`config.mk`:
```
export PLATFORM = sky130hd
export DESIGN_NAME = counter_sequencer
export DESIGN_NICKNAME = d
export VERILOG_FILES = /design/src/rtl/counter_pkg.sv /design/src/rtl/counter_sequencer_wrap_tally.sv /design/src/rtl/counter_sequencer.sv
export SDC_FILE = /design/constraint.sdc
export NUM_CORES = 1
export LEC_CHECK = 0
export BUFFER_PORTS_ARGS = -buffer_cell sky130_fd_sc_hd__buf_2
export CAP_MARGIN = 10
export CORE_MARGIN = 5
export CORE_UTILIZATION = 35
export DETAILED_ROUTE_END_ITERATION = 7
export PLACE_DENSITY = 0.61
export SETUP_SLACK_MARGIN = 0.02
export SYNTH_ARGS = -nofsm -noshare
export SYNTH_HDL_FRONTEND = slang
export SYNTH_HIERARCHICAL = 1
export SYNTH_SLANG_ARGS = --single-unit
```
`constraint.sdc`:
```
create_clock -name CLK -period 1.9 [get_ports CLK]
set_input_delay 0.19 -clock CLK [delete_from_list [all_inputs] [get_ports CLK]]
set_output_delay 0.19 -clock CLK [all_outputs]
set_load 0.03 [all_outputs]
```
`src/rtl/counter_pkg.sv`:
```
// Shared encodings for the counter sequencer: counter MODO codes, FSM states
// and default widths.
package counter_pkg;

  localparam int CNT_W_DEF = 4;
  localparam int LEN_W_DEF = 8;

  localparam logic [1:0] MODO_UP    = 2'b00;
  localparam logic [1:0] MODO_DOWN  = 2'b01;
  localparam logic [1:0] MODO_DOWN3 = 2'b10;
  localparam logic [1:0] MODO_LOAD  = 2'b11;

  typedef enum logic [1:0] {
    ST_IDLE   = 2'b00,
    ST_LOAD   = 2'b01,
    ST_RUN    = 2'b10,
    ST_FINISH = 2'b11
  } seq_state_t;

  // MODO_LOAD is reserved for the sequencer itself, so it is not a legal run mode.
  function automatic logic mode_is_legal(input logic [1:0] mode);
    return mode != MODO_LOAD;
  endfunction

endpackage

```
`src/rtl/counter_sequencer_wrap_tally.sv`:
```
// Counts counter RCO pulses that belong to RUN edges, saturating at all-ones.
module wrap_tally
  import counter_pkg::*;
#(
  parameter int LEN_W = LEN_W_DEF
) (
  input  logic             clk,
  input  logic             rst_n,
  input  logic             clr,
  input  logic             run,
  input  logic             rco,
  output logic [LEN_W-1:0] wraps
);

  logic run_d;

  // RCO reports the previous edge, so only pulses one cycle after RUN count.
  always_ff @(posedge clk or negedge rst_n) begin
    if (!rst_n) begin
      run_d <= 1'b0;
      wraps <= '0;
    end else begin
      run_d <= run;
      if (clr) begin
        wraps <= '0;
      end else if (run_d && rco && (wraps != {LEN_W{1'b1}})) begin
        wraps <= wraps + LEN_W'(1);
      end
    end
  end

endmodule

```
`src/rtl/counter_sequencer.sv`:
```
// Command-driven controller for the 4-bit up/down/load counter: loads START,
// applies exactly LEN counting edges, then reports FINAL_Q, WRAPS and DONE.
module counter_sequencer
  import counter_pkg::*;
#(
  parameter int CNT_W = CNT_W_DEF,
  parameter int LEN_W = LEN_W_DEF
) (
  input  logic             CLK,
  input  logic             RESET_L,
  input  logic             CMD_VALID,
  output logic             CMD_READY,
  input  logic [1:0]       CMD_MODE,
  input  logic [CNT_W-1:0] CMD_START,
  input  logic [LEN_W-1:0] CMD_LEN,
  output logic             ENB,
  output logic [1:0]       MODO,
  output logic [CNT_W-1:0] D,
  input  logic [CNT_W-1:0] Q,
  input  logic             RCO,
  output logic             BUSY,
  output logic             DONE,
  output logic             ERR,
  output logic [CNT_W-1:0] FINAL_Q,
  output logic [LEN_W-1:0] WRAPS,
  output seq_state_t       STATE
);

  // Handshake: a command transfers on a rising edge where CMD_VALID and
  // CMD_READY are both high; CMD_READY is high only in IDLE, and the source
  // must hold CMD_* stable until that edge.

  seq_state_t       state;
  logic [1:0]       mode_q;
  logic [LEN_W-1:0] remaining;
  logic             accept_ok;

  assign STATE     = state;
  assign accept_ok = (state == ST_IDLE) && CMD_VALID && CMD_READY &&
                     mode_is_legal(CMD_MODE);

  always_ff @(posedge CLK or negedge RESET_L) begin
    if (!RESET_L) begin
      state     <= ST_IDLE;
      mode_q    <= MODO_UP;
      remaining <= '0;
      CMD_READY <= 1'b0;
      ENB       <= 1'b0;
      MODO      <= MODO_UP;
      D         <= '0;
      BUSY      <= 1'b0;
      DONE      <= 1'b0;
      ERR       <= 1'b0;
      FINAL_Q   <= '0;
    end else begin
      DONE <= 1'b0;
      ERR  <= 1'b0;
      case (state)
        ST_IDLE: begin
          CMD_READY <= 1'b1;
          ENB       <= 1'b0;
          MODO      <= MODO_UP;
          if (CMD_VALID && CMD_READY) begin
            if (!mode_is_legal(CMD_MODE)) begin
              ERR <= 1'b1;
            end else begin
              state     <= ST_LOAD;
              mode_q    <= CMD_MODE;
              remaining <= CMD_LEN;
              CMD_READY <= 1'b0;
              BUSY      <= 1'b1;
              ENB       <= 1'b1;
              MODO      <= MODO_LOAD;
              D         <= CMD_START;
            end
          end
        end
        ST_LOAD: begin
          if (remaining == '0) begin
            state <= ST_FINISH;
            ENB   <= 1'b0;
            MODO  <= MODO_UP;
          end else begin
            state <= ST_RUN;
            MODO  <= mode_q;
          end
        end
        ST_RUN: begin
          remaining <= remaining - LEN_W'(1);
          if (remaining == LEN_W'(1)) begin
            state <= ST_FINISH;
            ENB   <= 1'b0;
            MODO  <= MODO_UP;
          end
        end
        ST_FINISH: begin
          // Q already reflects the last RUN edge here.
          FINAL_Q   <= Q;
          DONE      <= 1'b1;
          BUSY      <= 1'b0;
          CMD_READY <= 1'b1;
          state     <= ST_IDLE;
        end
        default: state <= ST_IDLE;
      endcase
    end
  end

  wrap_tally #(.LEN_W(LEN_W)) u_wrap_tally (
    .clk   (CLK),
    .rst_n (RESET_L),
    .clr   (accept_ok),
    .run   (state == ST_RUN),
    .rco   (RCO),
    .wraps (WRAPS)
  );

endmodule

```
==> out/qor.log, run 1 <==
qor: cells_and_area.drive_gt1_share 36.18%
qor: placed_design.dp_cells 310
qor: cells_and_area.final_util 44.88%
qor: synthesis.postSynth.asyncResetShare 100.0%
qor: placed_design.place_hpwl 3443 µm
qor: critical_path.r2r_start STATE[1]$_DFFE_PN0P_
qor: power_and_ir_drop.power.share.sequential 44.2%
qor: global_route.grt_start_max_net_pins 37
qor: cts.cts_buffers 5
qor: synthesis.yosysWarnings 6
qor: placed_design.place_worst_setup_slack 7.532 ps
qor: cts.post_cts_setup_buffer_count 0
qor: power_and_ir_drop.clock_network_fraction_of_total_power 36.5%
qor: power_and_ir_drop.power.share.switching 30.10%
qor: global_route.global_route.overflow_total 0
qor: critical_path.cp.required 2070 ps
qor: synthesis.netlist.top_cell.by_area sky130_fd_sc_hd__dfrtp_1
qor: critical_path.critical-path-slowest-cell sky130_fd_sc_hd__dfrtp_1
qor: timing.slew_headroom 43.40%
qor: route.number_of_antenna_violating_nets_in_the_routed_design 0
qor: cells_and_area.final_nets 275
qor: global_route.first_global_vias 1672
qor: synthesis.synth_top_area_share 46.84%
qor: timing.tightestPinTransition 849.0 ps
qor: die.die_area 7077 µm²
qor: route.routed_wl 4673 µm
qor: timing.setup_tns 0 ps
qor: route.wl_met2 2229 µm
qor: die.floorplan.core_area 5439 µm²
qor: cells_and_area.finish.instance_area 2441 µm²
qor: die.floorplan.initialDensity 35.36%
qor: timing.final_critical_path_setup_slack 98.67 ps
qor: critical_path.worst_ep_arrival_time 1970 ps
qor: cts.postCtsHoldBufs 0
qor: synthesis.synth.cell_area 1923 µm²
qor: synthesis.ys_seq_elements 36
qor: synthesis.synthTopCellsByArea sky130_fd_sc_hd__dfrtp_1 (47%), sky130_fd_sc_hd__mux2_2 (5.3%), sky130_fd_sc_hd__ha_1 (5.2%), sky130_fd_sc_hd__o21ai_0 (3.1%), sky130_fd_sc_hd__nor2_1 (3.1%)
qor: critical_path.critical_path.n_buffers_inverters 2
qor: synthesis.synth-seq-area-share 46.84%
qor: die.std_cell_rows 27
qor: timing.report.final.hold_viol_count 0
qor: timing.finalCritPeriodShare 94.81%
qor: timing.fin_hold_ws 10.68 ps
qor: power_and_ir_drop.power 2.035 mW
qor: cells_and_area.syn2layout_area_growth 26.94%
qor: critical_path.startpoint_type flip-flop
qor: synthesis.distinct_cell_type_count_after_synthesis 46
qor: power_and_ir_drop.p_int 1.422 mW
qor: critical_path.timing.critical_path.slowest_cell_delay 450 ps
qor: power_and_ir_drop.worst_case_vdd_ir_drop 373.1 µV
qor: global_route.grt_pass1_wl 8059 µm
qor: synthesis.synthMostInstantiatedCell sky130_fd_sc_hd__dfrtp_1
qor: die.top_level_ports 47
qor: critical_path.worstSetupEndpointType flip-flop
qor: power_and_ir_drop.net-switching-power 612.5 µW
qor: route.post_drt_via_cell_ratio 5.097
qor: global_route.track_usage 13.98%
qor: critical_path.timing.critical_path.from STATE[1]$_DFFE_PN0P_
qor: power_and_ir_drop.power.combinational.fraction 19.3%
qor: cells_and_area.non_filler_cells_in_the_finished_layout 318
qor: cts.path_clk_slew 70 ps
qor: route.drc_errors 0
qor: status.outcome finished, final reports clean
qor: route.route.top_layer_used met4
qor: cts.cts_sinks 36
qor: route.dr_wl_met3 237 µm
qor: synthesis.synth_enable_flop_cells 0
qor: synthesis.synthesis.area_per_instance 10.40 µm²
qor: placed_design.gp_routability_congestion 0.7928
qor: die.chipHeight 84.13 µm
qor: placed_design.place_area 2296 µm²
qor: cts.cts-root-to-sink-buffers 2
qor: route.vias 1621
qor: timing.setup_violations 0
qor: route.drt_pre_antenna_iters 4
qor: cells_and_area.insertedDiodeCount 0
qor: route.drt_iter0_drc 52
qor: cells_and_area.filler_cell_count 544
qor: global_route.grt_antenna_before_repair 0
qor: cts.insertion_delay 290 ps
qor: placed_design.portBuffers 46
qor: synthesis.synthesis.nets 215
qor: power_and_ir_drop.static_leakage_power 1.185 nW
qor: hold_path.min-delay-path-class input port to async pin
qor: timing.timing.final.max_slew_violations 0
qor: power_and_ir_drop.power.density_cell_area 833.5 nW/µm²
qor: cts.cts-htree-levels 2
qor: critical_path.crit_chain inv_1 -> ha_1 -> buf_4 -> o21a_1 -> or2_1 -> mux2_4
qor: cts.tritoncts done
qor: timing.finalClockSkew 9.079 ps
qor: cts.cts-root-buf sky130_fd_sc_hd__clkbuf_8
qor: die.die_width 84.13 µm
qor: route.drt-wirelength-per-cell 14.69 µm
qor: timing.achievable-frequency 0.5551 GHz
qor: critical_path.critical_path.top_delay_family flip-flops
qor: timing.min_period 1801 ps
qor: timing.grt_setup_unrepaired true
qor: route.wirelength_met1 2135 µm
qor: critical_path.timing_worst_setup_path_type flip-flop to flip-flop
qor: job.max-cap-violations 0
qor: critical_path.path_max_fanout 6
qor: synthesis.synth_flop_cell sky130_fd_sc_hd__dfrtp_1
qor: synthesis.synthCells 185
qor: synthesis.synth_top_cells_by_count sky130_fd_sc_hd__dfrtp_1 (36), sky130_fd_sc_hd__nor2_1 (16), sky130_fd_sc_hd__nand2_1 (14)
area by class of cell:
class,count,area [µm²],area share [%]
Multi-Input combinational cell,133,950.9,38.95
Sequential cell,36,900.9,36.90
Timing Repair Buffer,61,342.8,14.04
Clock buffer,7,96.34,3.947
Tap cell,72,90.09,3.690
Clock inverter,1,30.03,1.230
Inverter,8,30.03,1.230
registers in the layout, summed over array words and instances (netlist names):
signal,cells
remaining,8
u_wrap_tally/run_d,1
u_wrap_tally/wraps,8
DONE,1
mode_q,2
ENB,1
CMD_READY,1
BUSY,1
D,4
ERR,1
STATE,2
MODO,2
FINAL_Q,4
final timing paths:
| kind | to | slack, ps | depth (start not counted) |
|---|---|---|---|
| setup / recovery | STATE[1]$_DFFE_PN0P_ | 100 | 6 |
| hold / removal | u_wrap_tally/wraps[3]$_DFFE_PN0P_ | 10 | 1 |
| setup reg to reg | STATE[1]$_DFFE_PN0P_ | 100 | 6 |
| hold reg to reg | MODO[0]$_DFFE_PN0P_ | 470 | 2 |
| max in group asynchronous | remaining[0]$_DFFE_PN0P_ | 1360 | 1 |
| min in group CLK | FINAL_Q[3]$_DFFE_PN0P_ | 130 | 2 |
cells in the final DEF (no fill, tap or decap), types with 2 or more instances in the layout:
cell	count
sky130_fd_sc_hd__o32a_1	2
sky130_fd_sc_hd__or2_2	2
sky130_fd_sc_hd__dfrtp_1	36
sky130_fd_sc_hd__nor3b_1	2
sky130_fd_sc_hd__o21a_1	2
sky130_fd_sc_hd__buf_4	15
sky130_fd_sc_hd__ha_1	8
sky130_fd_sc_hd__o21ai_0	12
sky130_fd_sc_hd__nor3_1	8
sky130_fd_sc_hd__nand3_1	5
sky130_fd_sc_hd__a41oi_1	3
sky130_fd_sc_hd__mux2i_1	3
sky130_fd_sc_hd__mux2_2	9
sky130_fd_sc_hd__inv_1	7
sky130_fd_sc_hd__o22ai_1	2
sky130_fd_sc_hd__or4_1	2
sky130_fd_sc_hd__clkbuf_8	7
sky130_fd_sc_hd__buf_2	46
sky130_fd_sc_hd__or3_1	4
sky130_fd_sc_hd__nor4_4	2
sky130_fd_sc_hd__nor2_1	16
sky130_fd_sc_hd__nand2_1	14
sky130_fd_sc_hd__nand4_1	2
sky130_fd_sc_hd__a21oi_1	11
sky130_fd_sc_hd__a41o_1	2
sky130_fd_sc_hd__o31ai_1	4
what timing repair did:
| action | 4_1_cts | 5_1_grt |
|---|---|---|
| endpoints found under the hold margin | 0 | 0 |
| gates resized for setup | 1 | 2 |
| setup endpoints to repair | 1 | 7 |
power by group through the flow:
stage	logic, mW	clock network (mW)	registers [mW]
floorplan	0.126	0	1.03
global placement	0.387	0	0.912
detailed placement	0.396	0	0.916
CTS	0.398	0.769	0.901
global route	0.433	0.805	0.911
finish	0.393	0.743	0.899
metal layers:
metal	global-route usage [%]	up-vias
met5	0	-
met4	4.386	0
met3	3.455	9
met2	23.67	45
met1	17.47	765
li1	-	802
logic make-up (layout without fill, tap and decap cells):
logic type,Yosys count,after routing,synth area share [%]
AO/OA/AOI/OAI,46,46,16.27
XOR/XNOR,1,1,0.4555
adder cells (fa/ha/maj),8,8,5.205
buffers and inverters,16,77,4.685
flip-flops,36,36,46.84
multiplexers,13,13,7.612
AND/OR/NAND/NOR,65,65,18.93
No activity file was read; power rests on OpenSTA's default activity.
==> inputs of run 2 (changes only) <==
- PLACE_DENSITY: 0.61 -> unset
- PLACE_DENSITY_LB_ADDON: unset -> 0.05
==> out/qor.log, run 2 (synthesis gave the netlist of run 1 again) <==
qor: power_and_ir_drop.power.share.switching 33.29%
qor: route.post_drt_via_cell_ratio 5.144
qor: cts.tritoncts done
qor: route.drc_errors 0
qor: timing.finalClockSkew 3.757 ps
qor: route.routed_wl 4867 µm
qor: cells_and_area.multi_input_area 948.4 µm²
qor: critical_path.worstSetupEndpointType flip-flop
qor: power_and_ir_drop.power.density_cell_area 738.9 nW/µm²
qor: status.violations hold timing
qor: cells_and_area.syn2layout_area_growth 26.09%
qor: placed_design.gp_routability_congestion 0.7874
qor: critical_path.path_max_fanout 13
qor: die.die_width 84.13 µm
qor: hold_path.min-delay-path-class input port to async pin
qor: power_and_ir_drop.clock_network_fraction_of_total_power 28.6%
qor: timing.finalCritPeriodShare 92.56%
qor: critical_path.critical_path.n_buffers_inverters 0
qor: critical_path.cp.required 2110 ps
qor: power_and_ir_drop.net-switching-power 596.5 µW
qor: placed_design.dp_cells 313
qor: cells_and_area.insertedDiodeCount 0
qor: critical_path.critical-path-slowest-cell sky130_fd_sc_hd__or4_1
qor: route.drt_pre_antenna_iters 4
qor: cells_and_area.non_filler_cells_in_the_finished_layout 320
qor: critical_path.worst_ep_arrival_time 1970 ps
qor: die.top_level_ports 47
qor: cells_and_area.reg.largest.list remaining: 8 flops, u_wrap_tally/wraps: 8 flops
qor: power_and_ir_drop.p_int 1.195 mW
qor: route.vias 1646
qor: cells_and_area.drive_gt1_share 37.10%
qor: timing.min_period 1759 ps
qor: critical_path.critical_path.top_delay_family compound AO/OA/AOI/OAI gates
qor: cts.insertion_delay 280 ps
qor: global_route.grt_antenna_before_repair 0
qor: power_and_ir_drop.static_leakage_power 1.177 nW
qor: cells_and_area.filler_cell_count 548
qor: status.outcome finished, violations left
qor: global_route.grt_pass1_wl 8231 µm
qor: die.chipHeight 84.13 µm
qor: critical_path.timing_worst_setup_path_type flip-flop to flip-flop
qor: critical_path.crit_chain ha_1 -> a41o_2 -> or4_1 -> a21oi_1
qor: timing.setup_tns 0 ps
qor: die.die_area 7077 µm²
qor: timing.report.final.hold_viol_count 5
qor: cells_and_area.final_nets 278
qor: power_and_ir_drop.power 1.792 mW
qor: timing.grt_setup_unrepaired false
qor: cells_and_area.final_common_cell sky130_fd_sc_hd__buf_2
qor: cts.post_cts_setup_buffer_count 0
qor: cts.cts_buffers 5
qor: cells_and_area.register_area 900.9 µm²
qor: cts.cts-root-buf sky130_fd_sc_hd__clkbuf_8
qor: global_route.grt_start_max_net_pins 37
qor: power_and_ir_drop.power.combinational.fraction 20.6%
qor: timing.slew_headroom 44.44%
qor: cts.path_clk_slew 70 ps
qor: cts.cts_sinks 36
qor: timing.fin_hold_ws -9.268 ps
qor: route.number_of_antenna_violating_nets_in_the_routed_design 0
qor: placed_design.portBuffers 46
qor: route.drt_iter0_drc 63
qor: timing.setup_violations 0
qor: cts.cts-htree-levels 2
qor: job.max-cap-violations 0
qor: power_and_ir_drop.worst_case_vdd_ir_drop 391.5 µV
qor: timing.tightestPinTransition 833.5 ps
qor: global_route.first_global_vias 1684
qor: critical_path.startpoint_type flip-flop
qor: route.drt-wirelength-per-cell 15.21 µm
qor: cells_and_area.highest_count_cells_in_the_layout_ignoring_fill_and_taps sky130_fd_sc_hd__buf_2 (46), sky130_fd_sc_hd__dfrtp_1 (36), sky130_fd_sc_hd__buf_4 (17)
qor: timing.timing.final.max_slew_violations 0
qor: die.floorplan.initialDensity 35.36%
qor: cts.cts-root-to-sink-buffers 2
qor: timing.achievable-frequency 0.5686 GHz
qor: critical_path.timing.critical_path.slowest_cell_delay 490 ps
qor: die.std_cell_rows 27
qor: die.floorplan.core_area 5439 µm²
qor: global_route.track_usage 14.42%
qor: power_and_ir_drop.power.share.sequential 50.8%
qor: placed_design.place_hpwl 3839 µm
qor: global_route.global_route.overflow_total 0
[run 2: metal layers]
layer  up-vias  global-route usage (%)  part of all wire (%)
li1        807                       -                     -
met1       800                   17.20                    42
met2        33                   25.82                    53
met3         6                   3.258                   3.9
met4         0                   4.094                   1.2
met5         -                       0                     0
[run 2: final timing paths]
path                                                   startpoint                                 to  slack [ps]  cells after the start
min in group CLK                                             Q[3]             FINAL_Q[3]$_DFFE_PN0P_         140                      2
worst max-delay path            u_wrap_tally/wraps[0]$_DFFE_PN0P_  u_wrap_tally/wraps[5]$_DFFE_PN0P_         140                      4
max in group asynchronous                                 RESET_L              mode_q[0]$_DFFE_PN0P_        1370                      1
worst min-delay path                                      RESET_L           remaining[5]$_DFFE_PN0P_          -9                      1
worst max register to register  u_wrap_tally/wraps[0]$_DFFE_PN0P_  u_wrap_tally/wraps[5]$_DFFE_PN0P_         140                      4
worst min register to register                   D[0]$_DFFE_PN0P_                   D[0]$_DFFE_PN0P_         500                      1
[run 2: worst register-to-register path: cells and delay by family, from the launching register on]
kind | cells | cell delay [ps]
AO/OA/AOI/OAI | 2 | 500
adder cells (fa/ha/maj) | 1 | 270
flip-flops | 1 | 430
AND/OR/NAND/NOR | 1 | 490
[run 2: area by class of cell]
type | instances | share of cell area [%]
multi-input combinational | 133 | 39.11
timing repair buffer | 64 | 15.58
clock inverter | 1 | 0.2064
inverter | 8 | 1.238
tap | 72 | 3.715
clock buffer | 6 | 2.993
sequential | 36 | 37.15
[run 2: power by group through the flow]
| stage | Combinational, mW | Sequential [mW] | Clock (mW) |
|---|---|---|---|
| after floorplan | 0.126 | 1.03 | 0 |
| after global placement | 0.365 | 0.918 | 0 |
| after detailed placement | 0.373 | 0.926 | 0 |
| after CTS | 0.375 | 0.911 | 0.536 |
| after global routing | 0.406 | 0.925 | 0.573 |
| final | 0.370 | 0.910 | 0.512 |
[run 2: per-stage QoR]
stage | area (µm²) | worst slack [ps] | utilization [%]
2_1_floorplan | 1923 | 22.99 | -
3_3_place_gp | 2331 | 35.32 | 42.86
3_5_place_dp | 2331 | 18.73 | 42.86
4_1_cts | 2414 | 58.15 | 44.38
5_1_grt | 2425 | 23.42 | 44.58
6_report | 2425 | 141.4 | 44.58
[run 2: timing repair]
item | CTS | global route
setup endpoints to repair | 1 | 12
pin swaps | 0 | 0
endpoints found under the hold margin | 0 | 0
hold buffers | 0 | 0
gates resized for setup | 1 | 3
